## config.mk

```make
export PLATFORM = sky130hd
export DESIGN_NAME = irq_stack_sequencer
export DESIGN_NICKNAME = d
export VERILOG_FILES = /design/src/rtl/irq_stack_sequencer.sv
export SDC_FILE = /design/constraint.sdc
export NUM_CORES = 1
export LEC_CHECK = 0
export ABC_AREA = 0
export BUFFER_PORTS_ARGS = -buffer_cell sky130_fd_sc_hd__buf_2
export CORE_MARGIN = 2
export CORE_UTILIZATION = 44
export DETAILED_ROUTE_END_ITERATION = 10
export GPL_TIMING_DRIVEN = 0
export PLACE_DENSITY = 0.76
export SLEW_MARGIN = 20
export SYNTH_ARGS = -nofsm -noshare
export SYNTH_HDL_FRONTEND = slang
export SYNTH_SLANG_ARGS = --single-unit
```

## constraint.sdc

```tcl
create_clock -name clk -period 2 [get_ports clk]
set_input_delay 0.5 -clock clk [delete_from_list [all_inputs] [get_ports clk]]
set_output_delay 0.5 -clock clk [all_outputs]
set_load 0.02 [all_outputs]
```

## src/rtl/irq_stack_sequencer.sv

```systemverilog
// irq_stack_sequencer
// -------------------
// Multi-cycle sequencer for interrupt entry and RTI return in the decode stage.
//
// On interrupt entry it freezes fetch and the control unit, then works through
// these steps:
//   - push the return PC as two 16-bit words, low word first;
//   - push the CCR;
//   - read the 32-bit ISR vector from VEC_ADDR and VEC_ADDR+1;
//   - load the vector into the PC.
//
// On RTI it pops the CCR, then the PC high word, then the PC low word, and
// restores them.
//
// Ports:
//   clk, rst          : rising-edge clock, synchronous active-high reset
//   interrupt, rti    : sequence requests
//   load_use          : load-use stall; blocks a sequence from starting
//   mem_ready         : the stack/memory port completes the current access
//   pc_in, ccr_in     : return address and flags captured at entry
//   mem_rdata         : stack pop / vector read data (valid with mem_ready)
//   stack_push/pop,
//   stack_wdata       : stack port requests
//   vec_rd, vec_addr  : vector read request
//   pc_load, pc_new   : one-cycle PC load strobe and value
//   ccr_load, ccr_new : one-cycle CCR restore strobe and value
//   fetch_pc_enable   : fetch PC may advance
//   freeze_cu, busy   : high whenever the sequencer is out of IDLE
module irq_stack_sequencer #(
  parameter int          PC_WIDTH = 32,
  parameter logic [15:0] VEC_ADDR = 16'h0000
) (
  input  logic                clk,
  input  logic                rst,
  input  logic                interrupt,
  input  logic                rti,
  input  logic                load_use,
  input  logic                mem_ready,
  input  logic [PC_WIDTH-1:0] pc_in,
  input  logic [2:0]          ccr_in,
  input  logic [15:0]         mem_rdata,
  output logic                stack_push,
  output logic                stack_pop,
  output logic [15:0]         stack_wdata,
  output logic                vec_rd,
  output logic [15:0]         vec_addr,
  output logic                pc_load,
  output logic [PC_WIDTH-1:0] pc_new,
  output logic                ccr_load,
  output logic [2:0]          ccr_new,
  output logic                fetch_pc_enable,
  output logic                freeze_cu,
  output logic                busy
);

  typedef enum logic [3:0] {
    IDLE     = 4'd0,
    PUSH_LO  = 4'd1,
    PUSH_HI  = 4'd2,
    PUSH_CCR = 4'd3,
    VEC_LO   = 4'd4,
    VEC_HI   = 4'd5,
    LOAD_PC  = 4'd6,
    POP_CCR  = 4'd7,
    POP_HI   = 4'd8,
    POP_LO   = 4'd9,
    RET_PC   = 4'd10
  } state_t;

  state_t              state_r;
  state_t              state_nx_s;
  logic                int_pending_r;
  logic [PC_WIDTH-1:0] ret_pc_r;
  logic [2:0]          sav_ccr_r;
  logic [15:0]         pc_hi_r;
  logic [15:0]         pc_lo_r;
  logic                idle_go_s;
  logic                start_rti_s;
  logic                take_int_s;

  // Start decisions in IDLE: RTI has priority, a waiting interrupt stays pending.
  always_comb begin
    idle_go_s   = (state_r == IDLE) && !load_use;
    start_rti_s = idle_go_s && rti;
    take_int_s  = idle_go_s && !rti && (interrupt || int_pending_r);
  end

  // Next-state logic; every memory state holds until mem_ready.
  always_comb begin
    state_nx_s = state_r;
    case (state_r)
      IDLE: begin
        if (start_rti_s) begin
          state_nx_s = POP_CCR;
        end else if (take_int_s) begin
          state_nx_s = PUSH_LO;
        end else begin
          state_nx_s = IDLE;
        end
      end
      PUSH_LO:  state_nx_s = mem_ready ? PUSH_HI  : PUSH_LO;
      PUSH_HI:  state_nx_s = mem_ready ? PUSH_CCR : PUSH_HI;
      PUSH_CCR: state_nx_s = mem_ready ? VEC_LO   : PUSH_CCR;
      VEC_LO:   state_nx_s = mem_ready ? VEC_HI   : VEC_LO;
      VEC_HI:   state_nx_s = mem_ready ? LOAD_PC  : VEC_HI;
      LOAD_PC:  state_nx_s = IDLE;
      POP_CCR:  state_nx_s = mem_ready ? POP_HI   : POP_CCR;
      POP_HI:   state_nx_s = mem_ready ? POP_LO   : POP_HI;
      POP_LO:   state_nx_s = mem_ready ? RET_PC   : POP_LO;
      RET_PC:   state_nx_s = IDLE;
      default:  state_nx_s = IDLE;
    endcase
  end

  // State register, pending-interrupt latch and captured data words.
  always_ff @(posedge clk) begin
    if (rst) begin
      state_r       <= IDLE;
      int_pending_r <= 1'b0;
      ret_pc_r      <= '0;
      sav_ccr_r     <= 3'b000;
      pc_hi_r       <= 16'h0000;
      pc_lo_r       <= 16'h0000;
    end else begin
      state_r <= state_nx_s;
      // Requests collapse into one pending flag, cleared when entry starts.
      int_pending_r <= take_int_s ? 1'b0 : (int_pending_r | interrupt);
      if (take_int_s) begin
        ret_pc_r  <= pc_in;
        sav_ccr_r <= ccr_in;
      end
      if (mem_ready && ((state_r == VEC_LO) || (state_r == POP_LO))) begin
        pc_lo_r <= mem_rdata;
      end
      if (mem_ready && ((state_r == VEC_HI) || (state_r == POP_HI))) begin
        pc_hi_r <= mem_rdata;
      end
    end
  end

  // Output decode from the registered state; only the CCR restore looks at mem_ready.
  always_comb begin
    stack_push  = 1'b0;
    stack_pop   = 1'b0;
    stack_wdata = 16'h0000;
    vec_rd      = 1'b0;
    vec_addr    = 16'h0000;
    pc_load     = 1'b0;
    pc_new      = '0;
    ccr_load    = 1'b0;
    ccr_new     = 3'b000;
    case (state_r)
      PUSH_LO: begin
        stack_push  = 1'b1;
        stack_wdata = ret_pc_r[15:0];
      end
      PUSH_HI: begin
        stack_push  = 1'b1;
        stack_wdata = ret_pc_r[31:16];
      end
      PUSH_CCR: begin
        stack_push  = 1'b1;
        stack_wdata = {13'b0, sav_ccr_r};
      end
      VEC_LO: begin
        vec_rd   = 1'b1;
        vec_addr = VEC_ADDR;
      end
      VEC_HI: begin
        vec_rd   = 1'b1;
        vec_addr = VEC_ADDR + 16'd1;
      end
      POP_CCR: begin
        stack_pop = 1'b1;
        if (mem_ready) begin
          ccr_load = 1'b1;
          ccr_new  = mem_rdata[2:0];
        end else begin
          ccr_load = 1'b0;
          ccr_new  = 3'b000;
        end
      end
      POP_HI, POP_LO: begin
        stack_pop = 1'b1;
      end
      LOAD_PC, RET_PC: begin
        pc_load = 1'b1;
        pc_new  = {pc_hi_r, pc_lo_r};
      end
      default: begin
        stack_push = 1'b0;
      end
    endcase
  end

  // Pipeline handshake: fetch only advances from an unstalled IDLE.
  always_comb begin
    busy            = (state_r != IDLE);
    freeze_cu       = (state_r != IDLE);
    fetch_pc_enable = (state_r == IDLE) && !load_use;
  end

endmodule

```

==> results of run 1 <==
## path summary, 6_finish.rpt
check                from         endpoint  slack, ns  cells after the start
max            state_r[2]  stack_wdata[15]      -0.20                      5
min             pc_in[22]     ret_pc_r[22]       0.38                      3
max reg2reg    state_r[2]     ret_pc_r[14]      -0.13                      6
min reg2reg  ret_pc_r[29]     ret_pc_r[29]       0.47                      2
## synthesized netlist by cell type
cell type	number	area, µm²
conb_1	1	3.750
mux2i_1	32	320.3
inv_1	1	3.750
nor2_1	46	172.7
or2_2	1	6.260
a31oi_1	3	18.77
a22oi_1	3	22.52
a31o_2	1	8.760
dfxtp_1	72	1441
or4_4	2	22.52
clkbuf_1	19	71.32
o22ai_1	1	6.260
buf_2	2	10.01
nand2_1	72	270.3
a21oi_2	1	8.760
nor3_1	1	5.000
xnor2_1	1	8.760
a22o_1	13	113.9
a311o_1	1	10.01
nor4_4	1	21.27
and4_1	1	8.760
a21oi_1	37	185.2
o21ai_0	2	10.01
or3b_2	3	26.28
and2_1	35	219.0
mux2_2	4	45.04
nor2b_1	4	25.02
a21o_1	1	7.510
nand3b_1	5	37.54
nand2b_1	7	43.79
o31ai_1	1	7.510
buf_6	9	101.4
buf_4	17	127.6
## final cells by class
cell class / count / area, µm²
fill: 539 / 2077
sequential: 72 / 1454
clock inverter: 6 / 42.54
tap: 102 / 127.6
timing repair buffer: 151 / 1324
multi-input combinational: 294 / 2067
inverter: 1 / 3.754
clock buffer: 10 / 127.6
buffer: 42 / 384.1
## cells in the final DEF (no fill, tap or decap), types with 2 or more instances in the layout
| cell type | n |
|---|---|
| a31oi_1 | 3 |
| buf_6 | 69 |
| clkbuf_1 | 9 |
| nor2_4 | 3 |
| mux2i_1 | 31 |
| nand2b_4 | 4 |
| nor2b_1 | 2 |
| buf_2 | 57 |
| o21ai_0 | 2 |
| buf_4 | 39 |
| inv_6 | 2 |
| a22oi_2 | 3 |
| nand3b_1 | 5 |
| a21oi_1 | 17 |
| clkbuf_8 | 11 |
| nand2_4 | 6 |
| nand2_2 | 23 |
| nor2b_4 | 2 |
| nand2b_1 | 3 |
| buf_8 | 13 |
| and2_4 | 35 |
| buf_12 | 2 |
| mux2_2 | 2 |
| nand2_1 | 43 |
| dfxtp_1 | 68 |
| or4_4 | 2 |
| nor2_1 | 43 |
| clkinvlp_4 | 2 |
| or3b_2 | 3 |
| conb_1 | 15 |
| dfxtp_4 | 3 |
| a21oi_4 | 2 |
| mux2_4 | 2 |
| a21oi_2 | 19 |
| clkinv_2 | 2 |
| a22o_1 | 13 |
## state kept, by name (all words and copies together), names as in the netlist
signal / count
pc_lo_r: 16
ret_pc_r: 32
int_pending_r: 1
sav_ccr_r: 3
pc_hi_r: 16
state_r: 4
## kinds of logic after synthesis
| logic type | after synthesis | share of synthesized area |
|---|---|---|
| compound gates | 64 | 0.1177 |
| xor+xnor | 1 | 0.002583 |
| buf+inv | 48 | 0.09262 |
| flops | 72 | 0.4251 |
| mux | 36 | 0.1077 |
| other cells | 1 | 0.001106 |
| simple gates | 178 | 0.2531 |
## report_power, final
part,internal (W),switching (W),total (W)
Sequential,0.00154,0.0000826,0.00162
Clock,0.000454,0.000561,0.00102
Combinational,0.000843,0.000810,0.00165
Total,0.00283,0.00145,0.00429
## stage by stage
stage               total power [W]  cells
CTS                        0.004173    676
global route               0.004468    678
finish                     0.004287    678
detailed placement         0.002621    631
global placement           0.002594    631
floorplan                  0.002337    414
## repair_timing
| item | in CTS | in global routing |
|---|---|---|
| gates resized for setup | 264 | 33 |
| hold buffers | 0 | 0 |
| endpoints found under the setup margin | 112 | 104 |
| pin swaps | 103 | 11 |
| cloned | 8 | 1 |
| buffers inserted | 25 | 3 |
## critical path, cell delays in order, from the launching register on
cell and delay [ns]:
dfxtp_4 0.37, or2_4 0.28, nor2_4 0.25, buf_8 0.16
a22o_1 0.16, buf_6 0.13
## per-layer routing
metal	GRT usage	part of all wire	routed length [µm]
met4	0.1095	0.012	131
met3	0.06574	0.074	792
met2	0.4485	0.53	5695
met5	0	0	0
met1	0.2647	0.39	4147
==> run metrics, run 1 <==
status finished, violations left; failing checks setup timing; DP Area between 4000 and 5000 µm²; Post-DRT Antenna Nets 0; starting density of the core 0.4457; Port-buffer cells ~120; Detailed Routing Iterations Pass 1 4; Max Cap Viol 0; final hold viol count 0; gr ovfl total 0; CTS Root Cell clkbuf_8; clock transition at the registers of the reported paths around 0.080 ns; fin crit share 1.098; FMAX 0.4555 GHz; die area 8424 µm²; DR vias/cell 5.038; largest net degree at the start of global routing 17; die width 91.79 µm; total track usage 0.2459; Seq cells post-synth 72; Layout area overhead 63.10%; Avg Inst Size Synth 8.477 µm²; Static Leak ~2.4 nW; post-synthesis sequential area ratio 0.4251; final core utilization 0.7270; layout cells sized above 1 0.5486; nets 628; Pwr Density 775.1 nW/µm²; routability cong. 0.8390; mapped cell area ~3400 µm²; critical path peak fanout 5; worst endpoint required time 1.50 ns; ANT cells 0; Max IR drop VDD 0.0005113 V; relative slew slack 0.5235; TNS Setup -11.69 ns; # IOs around 130; Worst-Margin Slew 0.7148 ns; Arr. time, crit path 1.70 ns; clock tree sinks 72; core area 7607 µm²; CTS Buf Count 9; worst hold slack 0.3848 ns; CTS tree built; pre-CTS setup slack -0.4570 ns; setup violators final 89; post-route design area 5530 µm²; Crit. End Element output pin; DP HPWL 6455 µm; Worst Skew roughly 0.010 ns; synthesized netlist cell count 400; Clock Path Buffers 2; CP Class register to output pin; yosys warns 0; first-pass GRT wire length 16,360 µm; CP Launch Type register; Vias 3,416; Pins Over Slew Limit 0; final setup margin -0.1952 ns; unrepaired setup endpoints after global routing yes; fin crit period 2.195 ns; Clk Latency, worst-skew pair 0.34 ns; DR iter-0 viols 118; number of global-route vias before repair 3,440; H-tree Lvls 3; Unique masters post-synth 33; DR WL/cell roughly 16 µm; row count 32; Routed WL 10,770 µm; Tightest Hold Check Type input pin to register; Die H 91.79 µm; initial antenna violation count 0; # DRC 0
Power figures use the tool's default switching activity.
==> run 2: changes to the inputs <==
CORE_UTILIZATION = 46   (was 44)
CTS_BUF_LIST = sky130_fd_sc_hd__clkbuf_4   (was default)
CTS_CLUSTER_DIAMETER = 200   (was default)
PLACE_DENSITY = default   (was 0.76)
PLACE_DENSITY_LB_ADDON = 0.1   (was default)
==> run 2 against run 1 <==
Against the previous run:
- the flow still finishes with violations (setup timing)
- die area fell by 4.2%
- flip-flop and latch count did not move
- clock power fell by 8%
- via count fell by 0.88%
- non-clock buffer count rose by 6
- cell count rose by 0.44%
- total power fell by 0.87%
- clock skew rose by 0.0054 ns
- register-to-register slack got worse by 0.06 ns
- critical path type unchanged
- largest cell class unchanged
- highest routed layer unchanged
==> run metrics, run 2 (synthesis results as in run 1) <==
H-tree Lvls 3; TNS Setup -19.75 ns; CP Class register to output pin; Clock Path Buffers 2; CTS tree built; row count 31; failing checks setup timing; Post-DRT Antenna Nets 0; final setup margin -0.2757 ns; gr ovfl total 0; Clk Latency, worst-skew pair 0.44 ns; Static Leak 2.466 nW; Layout area overhead 61.14%; Hold-fix buffers, CTS 0; DR vias/cell 4.972; max reg flops 32; CTS Buf Count 9; Detailed Routing Iterations Pass 1 5; Crit. End Element output pin; number of global-route vias before repair 3,444; Worst Skew 0.01550 ns; commonest non-fill, non-tap cell in the layout buf_6; fill count 508; unrepaired setup endpoints after global routing yes; DR iter-0 viols 124; ANT cells 0; # IOs 132; pre-CTS setup slack -0.4453 ns; Largest regs ret_pc_r x32, pc_hi_r x16, pc_lo_r x16; critical path peak fanout 8; DP Area 4146 µm²; Tightest Hold Check Type input pin to register; fin crit share 1.138; die area 8074 µm²; core area 7176 µm²; post-route design area 5464 µm²; clock tree sinks 72; hold path depth 3; Max IR drop VDD 0.0005245 V; worst endpoint required time about 1.5 ns; Worst-Margin Slew 0.5471 ns; # DRC 0; worst r2r path cells 7; relative slew slack 0.6353; Arr. time, crit path about 1.8 ns; FMAX 0.4394 GHz; setup violators final 94; Routed WL 10,390 µm; CTS Root Cell clkbuf_4; layout cells sized above 1 0.4983; Die H 89.86 µm; Vias 3,386; DR WL/cell 15.25 µm; starting density of the core 0.4725; clock transition at the registers of the reported paths 0.13 ns; Max Cap Viol 0; total track usage 0.2575; status finished, violations left; routability cong. 0.7631; Pins Over Slew Limit 0; final hold viol count 0; most frequent cells in the layout buf_6, dfxtp_1, nand2_1, buf_2, nor2_1; die width 89.86 µm; DP HPWL 6138 µm; CP Launch Type register; Pwr Density 777.7 nW/µm²; first-pass GRT wire length 16,790 µm; fin crit period 2.276 ns; Port-buffer cells 115; initial antenna violation count 0; Top reg by flops ret_pc_r; largest net degree at the start of global routing 17; nets 634
run 2: changes by cell type in the layout (fill, tap and decap cells not counted), moves of 9 or more:
cell | previous run | this run
clkbuf_8 | 11 | 2
nand2_2 | 23 | 11
a21oi_2 | 19 | 2
clkbuf_4 | 1 | 11
nand2_1 | 43 | 61
a21oi_1 | 17 | 34
run 2: worst paths after layout:
check	from	endpoint	slack, ns
worst max register to register	state_r[3]	ret_pc_r[18]	-0.19
worst min-delay path	pc_in[0]	ret_pc_r[0]	0.29
worst min register to register	sav_ccr_r[2]	sav_ccr_r[2]	0.46
worst max-delay path	state_r[3]	pc_new[19]	-0.28
run 2: per-stage QoR:
stage          instances    util  power [W]  hold slack [ns]
2_1_floorplan        414       -   0.002337           0.4329
3_3_place_gp         628  0.5779   0.002598           0.4437
3_5_place_dp         628  0.5779   0.002617           0.4462
4_1_cts              676  0.7395   0.004097           0.2846
5_1_grt              681  0.7615   0.004437           0.2831
6_report             681  0.7615   0.004249           0.2863
run 2: layout make-up:
class	count	area, µm²	share of cell area
Inverter	1	3.754	0.0006870
Sequential cell	72	1451	0.2656
Tap cell	99	123.9	0.02267
Timing Repair Buffer	156	1408	0.2576
Clock buffer	9	67.56	0.01237
Buffer	43	392.9	0.07190
Clock inverter	7	71.32	0.01305
Multi-Input combinational cell	294	1946	0.3561
run 2: repair_timing:
| action | in CTS | in global routing |
|---|---|---|
| setup buffers | 27 | 7 |
| endpoints found under the setup margin | 105 | 112 |
| pin swaps | 51 | 16 |
| hold endpoints to repair | 0 | 0 |
| resized for setup | 223 | 45 |
| gates cloned | 9 | 0 |
run 2: per-layer routing:
metal,global-route usage,vias to the layer above,share of wire
met5,0,-,0
met4,0.08590,0,0.015
met3,0.04694,15,0.052
met2,0.4451,93,0.50
met1,0.3254,1624,0.43
li1,-,1654,-
run 2: worst max-delay path, stage by stage (launching register included):
cell and delay (ns):
dfxtp_4 0.39, buf_8 0.12, nand2b_4 0.14, a21oi_4 0.15, buf_12 0.16, buf_8 0.12
and2_4 0.15, buf_6 0.11
run 2: power by group:
part | total [W] | internal [W] | switching (W)
sequential | 0.00159 | 0.00153 | 0.0000610
combinational | 0.00171 | 0.000900 | 0.000812
clock | 0.000943 | 0.000383 | 0.000561
==> run 3: changes to the inputs <==
CORE_UTILIZATION = 50   (was 46)
clock period = 2.2 ns   (was 2 ns; I/O delays follow)
==> run 3 against run 2 <==
Against the previous run:
- wire length grew 0.34%
- via count grew 1.2%
- cell area shrank 3.5%
- first-iteration DRC count grew 36%
- combinational power shrank 17%
- largest power group is now sequential cells
- the run still ends with setup timing left
- sequential share of layout area grew 0.97 points
- critical path type unchanged
- sequential power shrank 9%
- flip-flop and latch count is the same
- cell count shrank 3.5%
- die area shrank 7.6%
- clock power grew 3.9%
- total power shrank 9.4%
==> run metrics, run 3 (synthesis results as in run 1) <==
status finished, violations left; failing checks setup timing; starting density of the core 0.5075; post-route total power 0.003848 W; CP Launch Type register; Max Cap Viol 0; Layout area overhead 55.46%; critical path peak fanout 8; Routed WL 10,420 µm; # DRC 0; DP HPWL 6124 µm; DP Area 4119 µm²; core area roughly 6700 µm²; CTS tree built; Vias approximately 3,400; nets 629; gr ovfl total 0; final setup margin -0.08974 ns; post-route design area 5271 µm²; TNS Setup -3.217 ns; Clk Latency, worst-skew pair approximately 0.41 ns; number of global-route vias before repair 3,415; Crit path buffers/inverters 4; clock transition at the registers of the reported paths 0.13 ns; Crit. End Element output pin; Top reg by flops ret_pc_r; first-pass GRT wire length ~16,000 µm; total track usage 0.2748; Post-DRT Antenna Nets 0; Clock Path Buffers 2; setup violators final 49; Largest regs ret_pc_r x32, pc_hi_r x16, pc_lo_r x16; Top cell by count, worst path buf_8; final hold viol count 0; CTS Root Cell clkbuf_4; initial antenna violation count 0; Tightest Hold Check Type input pin to register; slowest CP cell dfxtp_4; DR vias/cell 5.218; Die H 86.35 µm; Max IR drop VDD ~0.0006 V; final core utilization 0.7890; crit path cell chain buf_8 -> nand2b_4 -> a21oi_4 -> buf_12 -> buf_8 -> and2_4 -> buf_6; Worst-Margin Slew between 0.5 and 0.6 ns; Top delay family on crit path buffers and inverters; slowest stage delay, CP 0.38 ns; worst endpoint required time 1.65 ns; Pwr Density 730.0 nW/µm²; Static Leak around 2.4 nW; DR iter-0 viols 169; commonest non-fill, non-tap cell in the layout nand2_1; H-tree Lvls 3; Cells after DPL ~600; fill count 443; Hold-fix buffers, CTS 0; fin crit share 1.041; clock tree sinks 72; row count 30; max reg flops 32; layout cells sized above 1 0.4662; largest net degree at the start of global routing 14; CP Class register to output pin; # IOs 132; die width 86.35 µm; FMAX 0.4367 GHz; unrepaired setup endpoints after global routing yes; most frequent cells in the layout nand2_1, dfxtp_1, buf_6, buf_2, buf_4; Port-buffer cells 115; CTS Buf Count 9; Worst Skew 0.007829 ns; Arr. time, crit path roughly 1.7 ns; ANT cells 0; Pins Over Slew Limit 0; fin cells roughly 660; die area between 7000 and 8000 µm²; fin crit period ~2.3 ns; routability cong. 0.8208; relative slew slack 0.6325; Detailed Routing Iterations Pass 1 5; DR WL/cell 15.86 µm
-- run 3: cell type report --
cell class	instances	area (µm²)	share of cell area
clock buffers	9	67.56	0.01282
multi-input cells	294	1903	0.3610
clock inverters	7	95.09	0.01804
inverters	1	3.754	0.0007121
plain buffers	43	385.4	0.07311
flip-flops and latches	72	1451	0.2753
repair buffers	151	1265	0.2400
well taps	80	100.1	0.01899
-- run 3: timing repair --
item                       4_1_cts  5_1_grt
setup endpoints to repair       69      103
resized for setup              206       24
pin swaps                       55       14
buffers inserted                22        9
gates cloned                     5        0
-- run 3: worst reg2reg max path, cell delays in order (launching register included) --
cell and delay, ns:
dfxtp_2 0.35, buf_8 0.14, or4_4 0.46, buf_4 0.17
or4_4 0.47, buf_6 0.16, buf_6 0.14, nand2_1 0.06
a21oi_1 0.06
-- run 3: routing by layer --
metal  wire, µm  part of all wire  vias to the layer above  global-route usage
li1           -                 -                     1645                   -
met1       4152              0.40                     1607              0.3229
met2       5410              0.52                      152              0.4769
met3        682             0.065                       24             0.08095
met4        176             0.017                        0             0.09517
met5          0                 0                        -                   0
-- run 3: final timing paths --
path                      from      endpoint  slack (ns)  cells after the start
setup reg to reg    state_r[1]  ret_pc_r[13]        0.05                      8
hold reg to reg   ret_pc_r[20]  ret_pc_r[20]        0.46                      2
hold / removal        pc_in[8]   ret_pc_r[8]        0.35                      3
setup / recovery    state_r[3]    pc_new[10]       -0.09                      7
-- run 3: report_power, final --
group          total [W]  leakage (nW)  switching (W)  internal (W)
clock           0.000980        0.0879       0.000516      0.000463
sequential       0.00145         0.585      0.0000575       0.00139
combinational    0.00142          1.73       0.000703      0.000714
total            0.00385          2.40        0.00128       0.00257
-- run 3: stage by stage --
step                hold WS, ns  setup WS, ns
global route             0.3171       -0.1650
floorplan                0.4329       0.05731
finish                   0.3524      -0.08974
CTS                      0.3221       -0.1398
global placement         0.4404       -0.2935
detailed placement       0.4485       -0.3215
